==> config.mk <==
export PLATFORM = sky130hd
export DESIGN_NAME = mdu_sequencer
export DESIGN_NICKNAME = d
export VERILOG_FILES = /design/src/rtl/mdu_pkg.sv /design/src/rtl/mdu_sign_fix.sv /design/src/rtl/mdu_sequencer.sv
export SDC_FILE = /design/constraint.sdc
export NUM_CORES = 1
export LEC_CHECK = 0
export BUFFER_PORTS_ARGS = -buffer_cell sky130_fd_sc_hd__buf_4
export CAP_MARGIN = 20
export CORE_AREA = 4 4 197 199
export DETAILED_ROUTE_END_ITERATION = 6
export DIE_AREA = 0 0 201 203
export GPL_TIMING_DRIVEN = 0
export PLACE_DENSITY = 0.74
export SLEW_MARGIN = 20
export SYNTH_ARGS = -nofsm -noshare
export SYNTH_HDL_FRONTEND = slang
export SYNTH_SLANG_ARGS = --single-unit
export TNS_END_PERCENT = 20
==> constraint.sdc <==
create_clock -name clk -period 8.6 [get_ports clk]
set_clock_uncertainty 0.15 [all_clocks]
set_input_delay 0.86 -clock clk [delete_from_list [all_inputs] [get_ports clk]]
set_output_delay 0.86 -clock clk [all_outputs]
set_load 0.01 [all_outputs]
==> src/rtl/mdu_pkg.sv <==
// Shared funct codes, FSM states and op kinds for the multiply/divide unit.
package mdu_pkg;

    localparam logic [5:0] F_MULT  = 6'b011000;
    localparam logic [5:0] F_MULTU = 6'b011001;
    localparam logic [5:0] F_DIV   = 6'b011010;
    localparam logic [5:0] F_DIVU  = 6'b011011;
    localparam logic [5:0] F_MFHI  = 6'b010000;
    localparam logic [5:0] F_MFLO  = 6'b010010;

    typedef enum logic [1:0] {
        S_IDLE,
        S_CALC,
        S_FIX
    } state_t;

    // Encoding matches funct[1:0] of the MDU group
    typedef enum logic [1:0] {
        OP_MULT,
        OP_MULTU,
        OP_DIV,
        OP_DIVU
    } op_t;

    function automatic logic is_mdu(input logic [5:0] f);
        return f inside {F_MULT, F_MULTU, F_DIV, F_DIVU};
    endfunction

endpackage

==> src/rtl/mdu_sign_fix.sv <==
// Conditional two's-complement negate of the raw product or quotient/remainder.
module mdu_sign_fix #(
    parameter int WIDTH = 32
) (
    input  logic               mul,
    input  logic               neg_q,
    input  logic               neg_r,
    input  logic [2*WIDTH-1:0] raw,
    output logic [WIDTH-1:0]   fx_hi,
    output logic [WIDTH-1:0]   fx_lo
);

    logic [2*WIDTH-1:0] prod;
    logic [WIDTH-1:0]   quo;
    logic [WIDTH-1:0]   rem;

    always_comb begin
        prod = neg_q ? -raw : raw;
        quo  = neg_q ? -raw[WIDTH-1:0] : raw[WIDTH-1:0];
        rem  = neg_r ? -raw[2*WIDTH-1:WIDTH] : raw[2*WIDTH-1:WIDTH];
        if (mul) begin
            fx_hi = prod[2*WIDTH-1:WIDTH];
            fx_lo = prod[WIDTH-1:0];
        end else begin
            fx_hi = rem;
            fx_lo = quo;
        end
    end

endmodule

==> src/rtl/mdu_sequencer.sv <==
// Radix-2 shift-add multiply / restoring divide with architectural HI/LO.
// Build option: MDU_EARLY_OUT_EN ends multiplies once the multiplier runs out.
module mdu_sequencer
    import mdu_pkg::*;
#(
    parameter int WIDTH = 32,
    parameter int CNT_W = 6
) (
    input  logic             clk,
    input  logic             rst,
    input  logic             start,
    input  logic             kill,
    input  logic [5:0]       Func,
    input  logic [WIDTH-1:0] rs_val,
    input  logic [WIDTH-1:0] rt_val,
    output logic             busy,
    output logic             stall,
    output logic             done,
    output logic [WIDTH-1:0] mf_data,
    output logic [WIDTH-1:0] hi,
    output logic [WIDTH-1:0] lo
);

    state_t             state;
    op_t                op;
    logic [CNT_W-1:0]   cnt;
    logic [WIDTH-1:0]   a, b, acc;
    logic               neg_q, neg_r, fix_wr;

    logic               go, mf_req, sgn, div_f, is_div, early;
    logic [WIDTH-1:0]   rs_mag, rt_mag, nxt_acc, nxt_b, fx_hi, fx_lo;
    logic [WIDTH:0]     mul_sum, div_tmp, div_sub;
    logic               div_ge;
    logic [2*WIDTH-1:0] prod;

    assign go     = start & ~kill & is_mdu(Func);
    assign mf_req = start & ~kill & (Func == F_MFHI || Func == F_MFLO);
    assign busy   = (state != S_IDLE);
    assign stall  = busy & (go | mf_req);
    assign sgn    = (Func == F_MULT) || (Func == F_DIV);
    assign div_f  = (Func == F_DIV) || (Func == F_DIVU);
    assign is_div = (op == OP_DIV) || (op == OP_DIVU);
    assign rs_mag = (sgn & rs_val[WIDTH-1]) ? -rs_val : rs_val;
    assign rt_mag = (sgn & rt_val[WIDTH-1]) ? -rt_val : rt_val;

    always_comb begin
        mf_data = '0;
        if (Func == F_MFHI)
            mf_data = hi;
        else if (Func == F_MFLO)
            mf_data = lo;
    end

    // acc:b is the product register (mul) or remainder:dividend/quotient (div)
    always_comb begin
        mul_sum = {1'b0, acc} + {1'b0, (b[0] ? a : '0)};
        div_tmp = {acc, b[WIDTH-1]};
        div_ge  = (div_tmp >= {1'b0, a});
        div_sub = div_tmp - {1'b0, a};
        if (is_div) begin
            nxt_acc = div_ge ? div_sub[WIDTH-1:0] : div_tmp[WIDTH-1:0];
            nxt_b   = {b[WIDTH-2:0], div_ge};
        end else begin
            nxt_acc = mul_sum[WIDTH:1];
            nxt_b   = {mul_sum[0], b[WIDTH-1:1]};
        end
    end

`ifdef MDU_EARLY_OUT_EN
    logic [WIDTH-1:0] rem_mask;
    assign rem_mask = ~({WIDTH{1'b1}} << (cnt - CNT_W'(1)));
    assign early    = ~is_div & ((nxt_b & rem_mask) == '0);
    // cnt holds the iterations skipped; they only shift zeros in
    assign prod     = {acc, b} >> cnt;
`else
    assign early    = 1'b0;
    assign prod     = {acc, b};
`endif

    mdu_sign_fix #(.WIDTH(WIDTH)) u_fix (
        .mul   (~is_div),
        .neg_q (neg_q),
        .neg_r (neg_r),
        .raw   (prod),
        .fx_hi (fx_hi),
        .fx_lo (fx_lo)
    );

    always_ff @(posedge clk or negedge rst) begin
        if (!rst) begin
            state  <= S_IDLE;
            op     <= OP_MULT;
            cnt    <= '0;
            a      <= '0;
            b      <= '0;
            acc    <= '0;
            neg_q  <= 1'b0;
            neg_r  <= 1'b0;
            fix_wr <= 1'b0;
            done   <= 1'b0;
            hi     <= '0;
            lo     <= '0;
        end else begin
            done <= 1'b0;
            unique case (state)
                S_IDLE: if (go) begin
                    op     <= op_t'(Func[1:0]);
                    acc    <= '0;
                    a      <= div_f ? rt_mag : rs_mag;
                    b      <= div_f ? rs_mag : rt_mag;
                    neg_q  <= sgn & (rs_val[WIDTH-1] ^ rt_val[WIDTH-1]);
                    neg_r  <= sgn & rs_val[WIDTH-1];
                    cnt    <= CNT_W'(WIDTH);
                    fix_wr <= 1'b0;
                    state  <= S_CALC;
                    if (div_f && rt_val == '0) begin
                        acc   <= rs_val;
                        b     <= '1;
                        neg_q <= 1'b0;
                        neg_r <= 1'b0;
                        cnt   <= '0;
                        state <= S_FIX;
                    end
                end
                S_CALC: begin
                    acc <= nxt_acc;
                    b   <= nxt_b;
                    cnt <= cnt - CNT_W'(1);
                    if (cnt == CNT_W'(1) || early)
                        state <= S_FIX;
                end
                S_FIX: if (!fix_wr) begin
                    acc    <= fx_hi;
                    b      <= fx_lo;
                    fix_wr <= 1'b1;
                end else begin
                    hi     <= acc;
                    lo     <= b;
                    done   <= 1'b1;
                    fix_wr <= 1'b0;
                    state  <= S_IDLE;
                end
                default: state <= S_IDLE;
            endcase
        end
    end

endmodule

Word-level counts from Yosys, hierarchy flattened
Index checks and enable logic that the tools add are counted.
- logic and storage cells: 106
- bits of input ports: 74
- output and inout port bits: 99
- register bits after elaboration: 174
- reduce and logical (&&, ||, !) cells: 19
- add/subtract/negate cells: 8
- eq/ne operators: 18
- bitwise gates (word level): 10
- order comparisons: 1
- muxes and demuxes: 38
- operators by type and width (cell ; count):
    2-to-1 mux 32 bit ; 20
    one-hot mux 32 bit (3 select lines) ; 2
    negator 32 bit ; 4
    2-to-1 mux 64 bit ; 1
    negator 64 bit ; 1
    equality test 6 x 5 -> 1 bit, second input constant ; 6
    adder 32 x 32 -> 33 bit ; 1
    >= comparator 33 x 32 -> 1 bit ; 1
    zero test 32 bit ; 1
    subtractor 32 bit ; 1
    2-to-1 mux 6 bit ; 2
    one-hot mux 6 bit (2 select lines) ; 1
    != test 2 bit, second input constant ; 5
    2-to-1 mux 2 bit ; 4
    AND reduction 2 bit ; 4
    AND 1 bit ; 7
    equality test 2 bit, second input constant ; 3
    equality test 6 x 1 -> 1 bit, second input constant ; 1
    2-to-1 mux 1 bit ; 6
    != test 3 bit, second input constant ; 2
    one-hot mux 2 bit (3 select lines) ; 1
    nonzero test 2 bit ; 3
    subtractor 6 x 1 -> 6 bit, second input constant ; 1
    AND reduction 5 bit ; 1
    12 further kinds ; 15

Longest topological paths before layout
Gate-level depths: netlist of the first run.
- depth in word-level cells: 8
- gate-level depth with buffers: 14
- mapped depth without buffers: 13

By module
A second synthesis of the first run with hierarchy kept.
- cells, all modules: 2120
- area total of the unflattened synthesis: 16826.1 µm²
- modules (own cells, without submodules) (module ; instances ; area each (µm²) ; cells an instance ; sequential area each (µm²)):
    mdu_sequencer ; 1 ; 15087.0 ; 1863 ; 4329.2
    mdu_sign_fix ; 1 ; 1739.2 ; 257 ; 0.0

Least setup slack after synthesis of the first run
OpenSTA, ideal clock, no wires.
- kind: input -> register
- start point: input port rt_val[0]
- end point: register acc[15]
- stages on the path: 12
- setup slack: 5132 ps
- arrival time: 3232 ps
- library setup time: 87 ps
- cells stage by stage: inv_1 > ha_1 > or4b_2 > nor4_1 > nand4_1 > nor4_2 > nor2_1 > nor2_1 > buf_2 > o221ai_1 > a21o_1 > o211ai_1
- cells in the longest elaborated chain, start to end: 5
- ends and longest elaborated chain (item ; line ; text):
    from (decl) ; mdu_sequencer.sv:15 ; input logic [WIDTH-1:0] rt_val,
    zero test 32 bit ; mdu_sequencer.sv:116 ; if (div_f && rt_val == '0) begin
    logical AND 1 bit ; mdu_sequencer.sv:116 ;
    2-to-1 mux 32 bit ; mdu_sequencer.sv:116 ;
    2-to-1 mux 32 bit ; mdu_sequencer.sv:106 ; S_IDLE: if (go) begin
    one-hot mux 32 bit (3 select lines) ; mdu_sequencer.sv:105 ; unique case (state)
    to (signal assigned) ; mdu_sequencer.sv:117 ; acc <= rs_val;
    to (signal assigned) ; mdu_sequencer.sv:126 ; acc <= nxt_acc;
    to (signal assigned) ; mdu_sequencer.sv:133 ; acc <= fx_hi;
    to (decl) ; mdu_sequencer.sv:27 ; logic [WIDTH-1:0] a, b, acc;
No other way between the ends. The select of a mux whose other input is x is not followed.
A chain may end at the register's enable or synchronous reset.

Worst setup path in the final report of the first run
- start point: register acc[3]
- end point: register acc[28]
- cells in the longest elaborated chain, start to end: 5
- ends and longest elaborated chain (item ; line ; text):
    negator 64 bit or negator 32 bit (tied branches) ; mdu_sign_fix.sv:18, mdu_sign_fix.sv:20 ;
    2-to-1 mux 64 bit or 2-to-1 mux 32 bit (tied branches) ; mdu_sign_fix.sv:18, mdu_sign_fix.sv:20 ;
    2-to-1 mux 32 bit ; mdu_sign_fix.sv:21 ; if (mul) begin
    2-to-1 mux 32 bit ; mdu_sequencer.sv:132 ; S_FIX: if (!fix_wr) begin
    one-hot mux 32 bit (3 select lines) * ; mdu_sequencer.sv:105 ;
Mark *: on every way between the ends. The rest lies on a longest branch, timed or not. The select of a mux whose other input is x is not followed.

==> summary.log, run 1 <==
[clock_network] maximum level of the CTS H-tree 4
[power] power density of the placed cells 401.4 nW/um2
[floorplan] total I/O pin count 173
[floorplan] overall die width 201 um
[synthesis] sequential-to-total area share from yosys stat 0.2617
[setup_path] worst path arrival time 5060 ps
[worst_hold_path] class of the tightest hold or removal check primary input to async pin
[synthesis] number of synthesized flops with an enable pin 0
[setup_path] delay-heaviest family, CP compound AO/OA/AOI/OAI gates
[clock_network] post_cts resized 0
[routing] Routed WL 74460 um
[power] Lkg Pwr 0.008432 uW
[routing] post-detailed-route via-to-cell ratio 6.549
[synthesis] combined area of all synthesized cells 16540 um2
[sta] Fin Setup TNS 0 ps
[routing] Pre-Repair DR Iteration Count 7
[sta] Least-Margin Pin Slew 1263 ps
[clock_network] Root Buffer clkbuf_16
[synthesis] library cell occupying the most area in the post-synthesis netlist dfrtp_1
[outcome] outcome completed
[sta] final hold violations 0
[final_layout] filler cell count 3588
[sta] Pins Over Slew Limit 0
[synthesis] number of synthesis warnings 0
[setup_path] Worst setup EP type flop
[floorplan] die area 40800 um2
[synthesis] cell with the most instances after synthesis nor2_1
[clock_network] clock tree from TritonCTS done
[synthesis] async set-reset flop share out of synthesis 1.000
[power] Final Power 7669 uW
[setup_path] critical path required time 8790 ps
[global_route] number of global-route vias before repair 17060
[synthesis] Synth Net Count 2309
[sta] min cycle time layout 4878 ps
[setup_path] number of buffer and inverter stages on the critical path 1
[final_layout] share of final-layout standard cells stronger than drive strength 1 0.1363
[setup_path] critical path cell sequence ha_1, nand4_1, a21oi_1, o31ai_1, a21oi_1, a21oi_1, o41ai_4, clkbuf_1, o22ai_1, a211oi_1, o21ai_0
[floorplan] core area 37220 um2
[clock_network] clk_lat worst skew 460 ps
[synthesis] post-synthesis instance total 2159
[sta] smallest hold slack 233.2 ps
[synthesis] cell types with the highest counts after synthesis 271 x nor2_1, 228 x nand2_1, 184 x a21oi_1
[floorplan] die boundary height 203 um
[setup_path] type of the setup path with the least slack flop to flop
[clock_network] TritonCTS Sinks 173
[placement] GP Congestion 1.075
[setup_path] slowest stage delay, CP 860 ps
[global_route] pin count of the biggest net entering global routing 97
[global_route] total overflow reported by the global router 0
[clock_network] total clock buffers created by CTS 17
[synthesis] post-synthesis average cell area 7.662 um2
[setup_path] Critical Path Slowest Stage Cell o41ai_4
[global_route] first-pass GRT wire length 109700 um
[setup_path] crit path max fanout 10
[setup_path] Most Frequent Cell on Critical Path a21oi_1
[synthesis] ranking of synthesized cells by area dfrtp_1 26%, nor2_1 6.1%, ha_1 5.6%
[final_layout] multi-input combinational cell area 11390 um2
[global_route] overall routing resource usage 0.3505
[sta] maximum achievable frequency 0.2050 GHz
[sta] unrepaired setup endpoints after global routing no
[placement] HPWL after detailed placement 59350 um
[power] IR drop worst, VDD 0.1773 mV
[synthesis] number of distinct standard cells referenced by the synthesized netlist 83
[routing] average wire per standard cell 26.23 um
[setup_path] Critical Path Start Type flop
[synthesis] number of register bits inferred by synthesis 173
[global_route] number of antenna violations at the first check in global routing 4
[final_layout] share of the core filled with cells 0.5133
[run] total of max-cap violations 0
[routing] number of vias in the routed layout 18590
[sta] number of failing setup endpoints in the final timing report 0
[synthesis] ys flop type dfrtp_1
[floorplan] starting density of the core 0.4444
[routing] number of DRC violations after detailed routing 0
[sta] share of the clock period used by the worst path 0.5672
[final_layout] area grow syn2layout 15.49%
[placement] count of input and output buffers 170
[clock_network] quantity of hold-fixing buffers added after cts 0
[routing] drt first-iter violations 2764
[clock_network] Worst-path clk slew 90 ps
[routing] Antenna Nets Post-Route 0
[final_layout] Storage cell area 4329 um2
[final_layout] fin nets 2500
[clock_network] CTS max path bufs 2
[floorplan] floorplan row count 71
[sta] worst rel slew slack 0.1515
[synthesis] fraction of post-synthesis cell area in the top cell type by area 0.2617
[clock_network] post-CTS setup-driven buffer insertion count 0
per-stage QoR:
stage	worst slack [ps]	std cells	instance area, um2
after global routing	3423	2837	19100
after floorplan	5132	2159	16540
after global placement	3610	2803	18410
after CTS	3766	2837	19100
after detailed placement	3573	2805	18470
final	3722	2839	19100
metal layers:
| layer | up-vias | share of wire | track usage |
|---|---|---|---|
| met3 | 253 | 0.12 | 0.08832 |
| met2 | 1277 | 0.42 | 0.5246 |
| met1 | 8828 | 0.40 | 0.4718 |
| li1 | 8232 | - | - |
| met5 | - | 0.00017 | 0 |
| met4 | 2 | 0.063 | 0.1758 |
final cells by class:
cell class                      count  area share
Buffer                            137     0.02823
Antenna cell                        2   0.0002620
Multi-Input combinational cell   1769      0.5960
Sequential cell                   173      0.2266
Tap cell                          474     0.03104
Clock buffer                       17     0.02227
Inverter                           80     0.01572
Clock inverter                     15     0.01074
Timing Repair Buffer              172     0.06916
worst paths after layout:
check                        from      end  slack (ps)  cells after the start
max                        acc[3]  acc[28]        3720                     11
min                           rst   hi[15]         230                      1
max reg2reg                acc[3]  acc[28]        3720                     11
min reg2reg                 a[19]    a[19]         340                      2
max in group asynchronous     rst    a[30]        7120                      2
min in group clk            a[19]    a[19]         340                      2
placed cells by master (no fill, tap or decap), types with 13 or more instances in the layout:
cell and n:
clkbuf_1 116, a211oi_1 18, o31ai_1 29, mux2_2 81
mux2i_1 78, nand3_1 35, nand4_1 20, nor2_1 271
dfrtp_1 173, xnor2_1 76, nor3_1 65, and2_1 16
nor4_1 21, ha_1 74, nand2b_1 13, o21ai_0 175
clkbuf_16 17, o41ai_1 13, a211o_1 19, inv_1 79
nand2_1 228, or3_1 17, a21oi_1 184, a21o_1 47
a22oi_1 17, and3_1 20, xor2_1 45, buf_4 169
report_power, final:
group,internal (uW),switching [uW],total (uW)
clock network,426,422,848
logic,1880,3220,5100
registers,1150,577,1720
cell families after synthesis:
kind of cell	synth area share
xor+xnor	0.06406
buf+inv	0.05075
mux	0.1023
fa+ha+maj	0.05839
compound gates	0.2511
simple gates	0.2116
flops	0.2617
sequential cells by signal, summed over array words and instances (netlist names), 2 cells and up:
| name | cells |
|---|---|
| lo | 32 |
| cnt | 6 |
| hi | 32 |
| a | 32 |
| b | 32 |
| acc | 32 |
| state | 2 |
Power figures use the tool's default switching activity.
==> run 2: changes to the inputs <==
==> constraint.sdc (replaced) <==
create_clock -name clk -period 4.5 [get_ports clk]
set_clock_uncertainty 0.15 [all_clocks]
set_input_delay 0.45 -clock clk [delete_from_list [all_inputs] [get_ports clk]]
set_output_delay 0.45 -clock clk [all_outputs]
set_load 0.01 [all_outputs]
==> run 2 against run 1 <==
  * Power grew 92%
  * Sequential power grew 91%
  * Worst hold slack lost 12 ps
  * Die area is the same
  * Clock power grew 91%
  * Wire length is essentially flat
  * The run now ends with DRC left
  * Sequential share of layout area shrank 0.053 points
  * Combinational power grew 92%
  * Largest power group unchanged
  * Non-clock buffer count grew 4
  * Fmax grew 11%
  * Flip-flop and latch count is the same
==> summary.log, run 2 (synthesized netlist as in run 1, its figures left out) <==
[global_route] number of antenna violations at the first check in global routing 4 [unchanged]
[setup_path] critical path required time 4670 ps [-4120 ps]
[routing] Routed WL 74480 um [about the same]
[sta] min cycle time layout 4377 ps [-500.3 ps]
[final_layout] top library cells by usage in the layout, fill and taps aside 271 x nor2_1, 228 x nand2_1, 184 x a21oi_1
[sta] Least-Margin Pin Slew 1192 ps [-71.44 ps]
[setup_path] Worst setup EP type flop
[clock_network] clock tree from TritonCTS done
[outcome] outcome complete, but fails checks
[routing] drt first-iter violations 2786 [+0.80%]
[final_layout] most common cell after layout, fill and taps aside nor2_1
[setup_path] Critical Path Start Type flop
[sta] final hold violations 0 [unchanged]
[setup_path] setup slack of the worst register-to-register path 120 ps [-3600 ps]
[global_route] met2 usage 0.5249 [about the same]
[global_route] total overflow reported by the global router 0 [unchanged]
[sta] worst path setup slack after routing 122.6 ps [-3600 ps]
[floorplan] total I/O pin count 173 [unchanged]
[clock_network] Worst-path clk slew 90 ps [about the same]
[power] IR drop worst, VDD 0.3447 mV [+94%]
[routing] Antenna Nets Post-Route 0 [unchanged]
[power] Lkg Pwr 0.008468 uW [+0.43%]
[final_layout] fin nets 2504 [+0.16%]
[floorplan] starting density of the core 0.4444 [unchanged]
[sta] number of failing setup endpoints in the final timing report 0 [unchanged]
[sta] worst rel slew slack 0.1948 [+0.04327]
[setup_path] crit path max fanout 10 [unchanged]
[global_route] number of global-route vias before repair 17060 [+0.029%]
[routing] number of vias in the routed layout 18510 [-0.42%]
[final_layout] share of the core filled with cells 0.5145 [+0.001210]
[floorplan] overall die width 201 um [unchanged]
[clock_network] total clock buffers created by CTS 17 [unchanged]
[routing] Pre-Repair DR Iteration Count 7 [unchanged]
[clock_network] maximum level of the CTS H-tree 4 [unchanged]
[setup_path] type of the setup path with the least slack flop to flop
[floorplan] core area 37220 um2 [unchanged]
[placement] GP Congestion 1.075 [unchanged]
[clock_network] Root Buffer clkbuf_16
[sta] Pins Over Slew Limit 0 [unchanged]
[floorplan] die boundary height 203 um [unchanged]
[clock_network] clk_lat worst skew 460 ps [about the same]
[floorplan] die area 40800 um2 [unchanged]
[clock_network] TritonCTS Sinks 173 [unchanged]
[placement] HPWL after detailed placement 59350 um [unchanged]
[clock_network] CTS max path bufs 2 [unchanged]
[sta] maximum achievable frequency 0.2284 GHz [+11%]
[global_route] overall routing resource usage 0.3506 [about the same]
[setup_path] worst path arrival time 4540 ps [-520 ps]
[outcome] violations in the final reports DRC
[placement] worst slack at placement -300.2 ps [-3873 ps]
[routing] number of DRC violations after detailed routing 2 [+2]
[power] power density of the placed cells 768.9 nW/um2 [+92%]
[sta] share of the clock period used by the worst path 0.9728 [+0.4056]
[routing] average wire per standard cell 26.20 um [-0.12%]
[global_route] first-pass GRT wire length 109700 um [about the same]
[floorplan] floorplan row count 71 [unchanged]
[global_route] met3 track demand over resource in global routing 0.08832 [unchanged]
[global_route] routing usage on met1 0.4719 [about the same]
[final_layout] share of final-layout standard cells stronger than drive strength 1 0.1403 [+0.003994]
[routing] post-detailed-route via-to-cell ratio 6.512 [-0.57%]
[global_route] layer with the highest usage after global routing met2
[placement] count of input and output buffers 170 [unchanged]
[global_route] pin count of the biggest net entering global routing 97 [unchanged]
[final_layout] area grow syn2layout 15.76%
[worst_hold_path] class of the tightest hold or removal check primary input to flop
[run] total of max-cap violations 0 [unchanged]
[run 2: area by class of cell]
cell class | instances | area, um2
Fill cell | 3585 | 18070
Multi-Input combinational cell | 1769 | 11390
Buffer | 137 | 545.5
Antenna cell | 2 | 5.005
Inverter | 80 | 301.5
Clock buffer | 17 | 425.4
Clock inverter | 15 | 205.2
Sequential cell | 173 | 4329
Tap cell | 474 | 593.1
Timing Repair Buffer | 176 | 1354
[run 2: path summary, 6_finish.rpt]
check                                 from  cells past startpoint  endpoint
worst max-delay path                acc[3]                     12   acc[18]
min in group asynchronous              rst                      2    lo[20]
worst max register to register      acc[3]                     12   acc[18]
max in group asynchronous              rst                      3     a[30]
worst min-delay path            rs_val[31]                      4     neg_q
worst min register to register       a[22]                      2     a[22]
[run 2: layer usage]
layer,part of all wire,vias to the layer above,routed length [um]
met2,0.42,1270,31150
met5,0.00017,-,13
met3,0.12,231,8792
met1,0.40,8771,29910
li1,-,8239,-
met4,0.062,2,4609
[run 2: worst max-delay path: stages, from the launching register on]
cell and delay [ps]:
dfrtp_1 540, ha_1 450, nand4_1 270, a21oi_1 280, o31ai_1 190, a21oi_1 300
a21oi_1 260, o41ai_4 330, buf_4 250, buf_2 410, mux2_2 380, mux2i_1 250
o221ai_1 150
[run 2: through the flow]
| stage | area [um2] | instances | hold slack (ps) | power, uW | setup TNS [ps] |
|---|---|---|---|---|---|
| 2_1_floorplan | 16540 | 2159 | 4.409 | 9130 | 0 |
| 3_3_place_gp | 18410 | 2803 | 316.5 | 12460 | -3927 |
| 3_5_place_dp | 18470 | 2805 | 320.3 | 12610 | -829.8 |
| 4_1_cts | 19110 | 2838 | 210.9 | 14250 | 0 |
| 5_1_grt | 19140 | 2841 | 231.1 | 15510 | -37.09 |
| 6_report | 19150 | 2843 | 220.8 | 14720 | 0 |
[run 2: power breakdown]
| group | switching, uW | internal, uW |
|---|---|---|
| combinational | 6180 | 3640 |
| clock | 806 | 814 |
| sequential | 1100 | 2190 |
| total | 8080 | 6640 |
[run 2: what timing repair did]
action,CTS,global route
hold endpoints to repair,77,0
buffers inserted,0,3
gates resized for setup,3,10
hold buffers,1,0
pin swaps,1,1
setup endpoints to repair,6,26
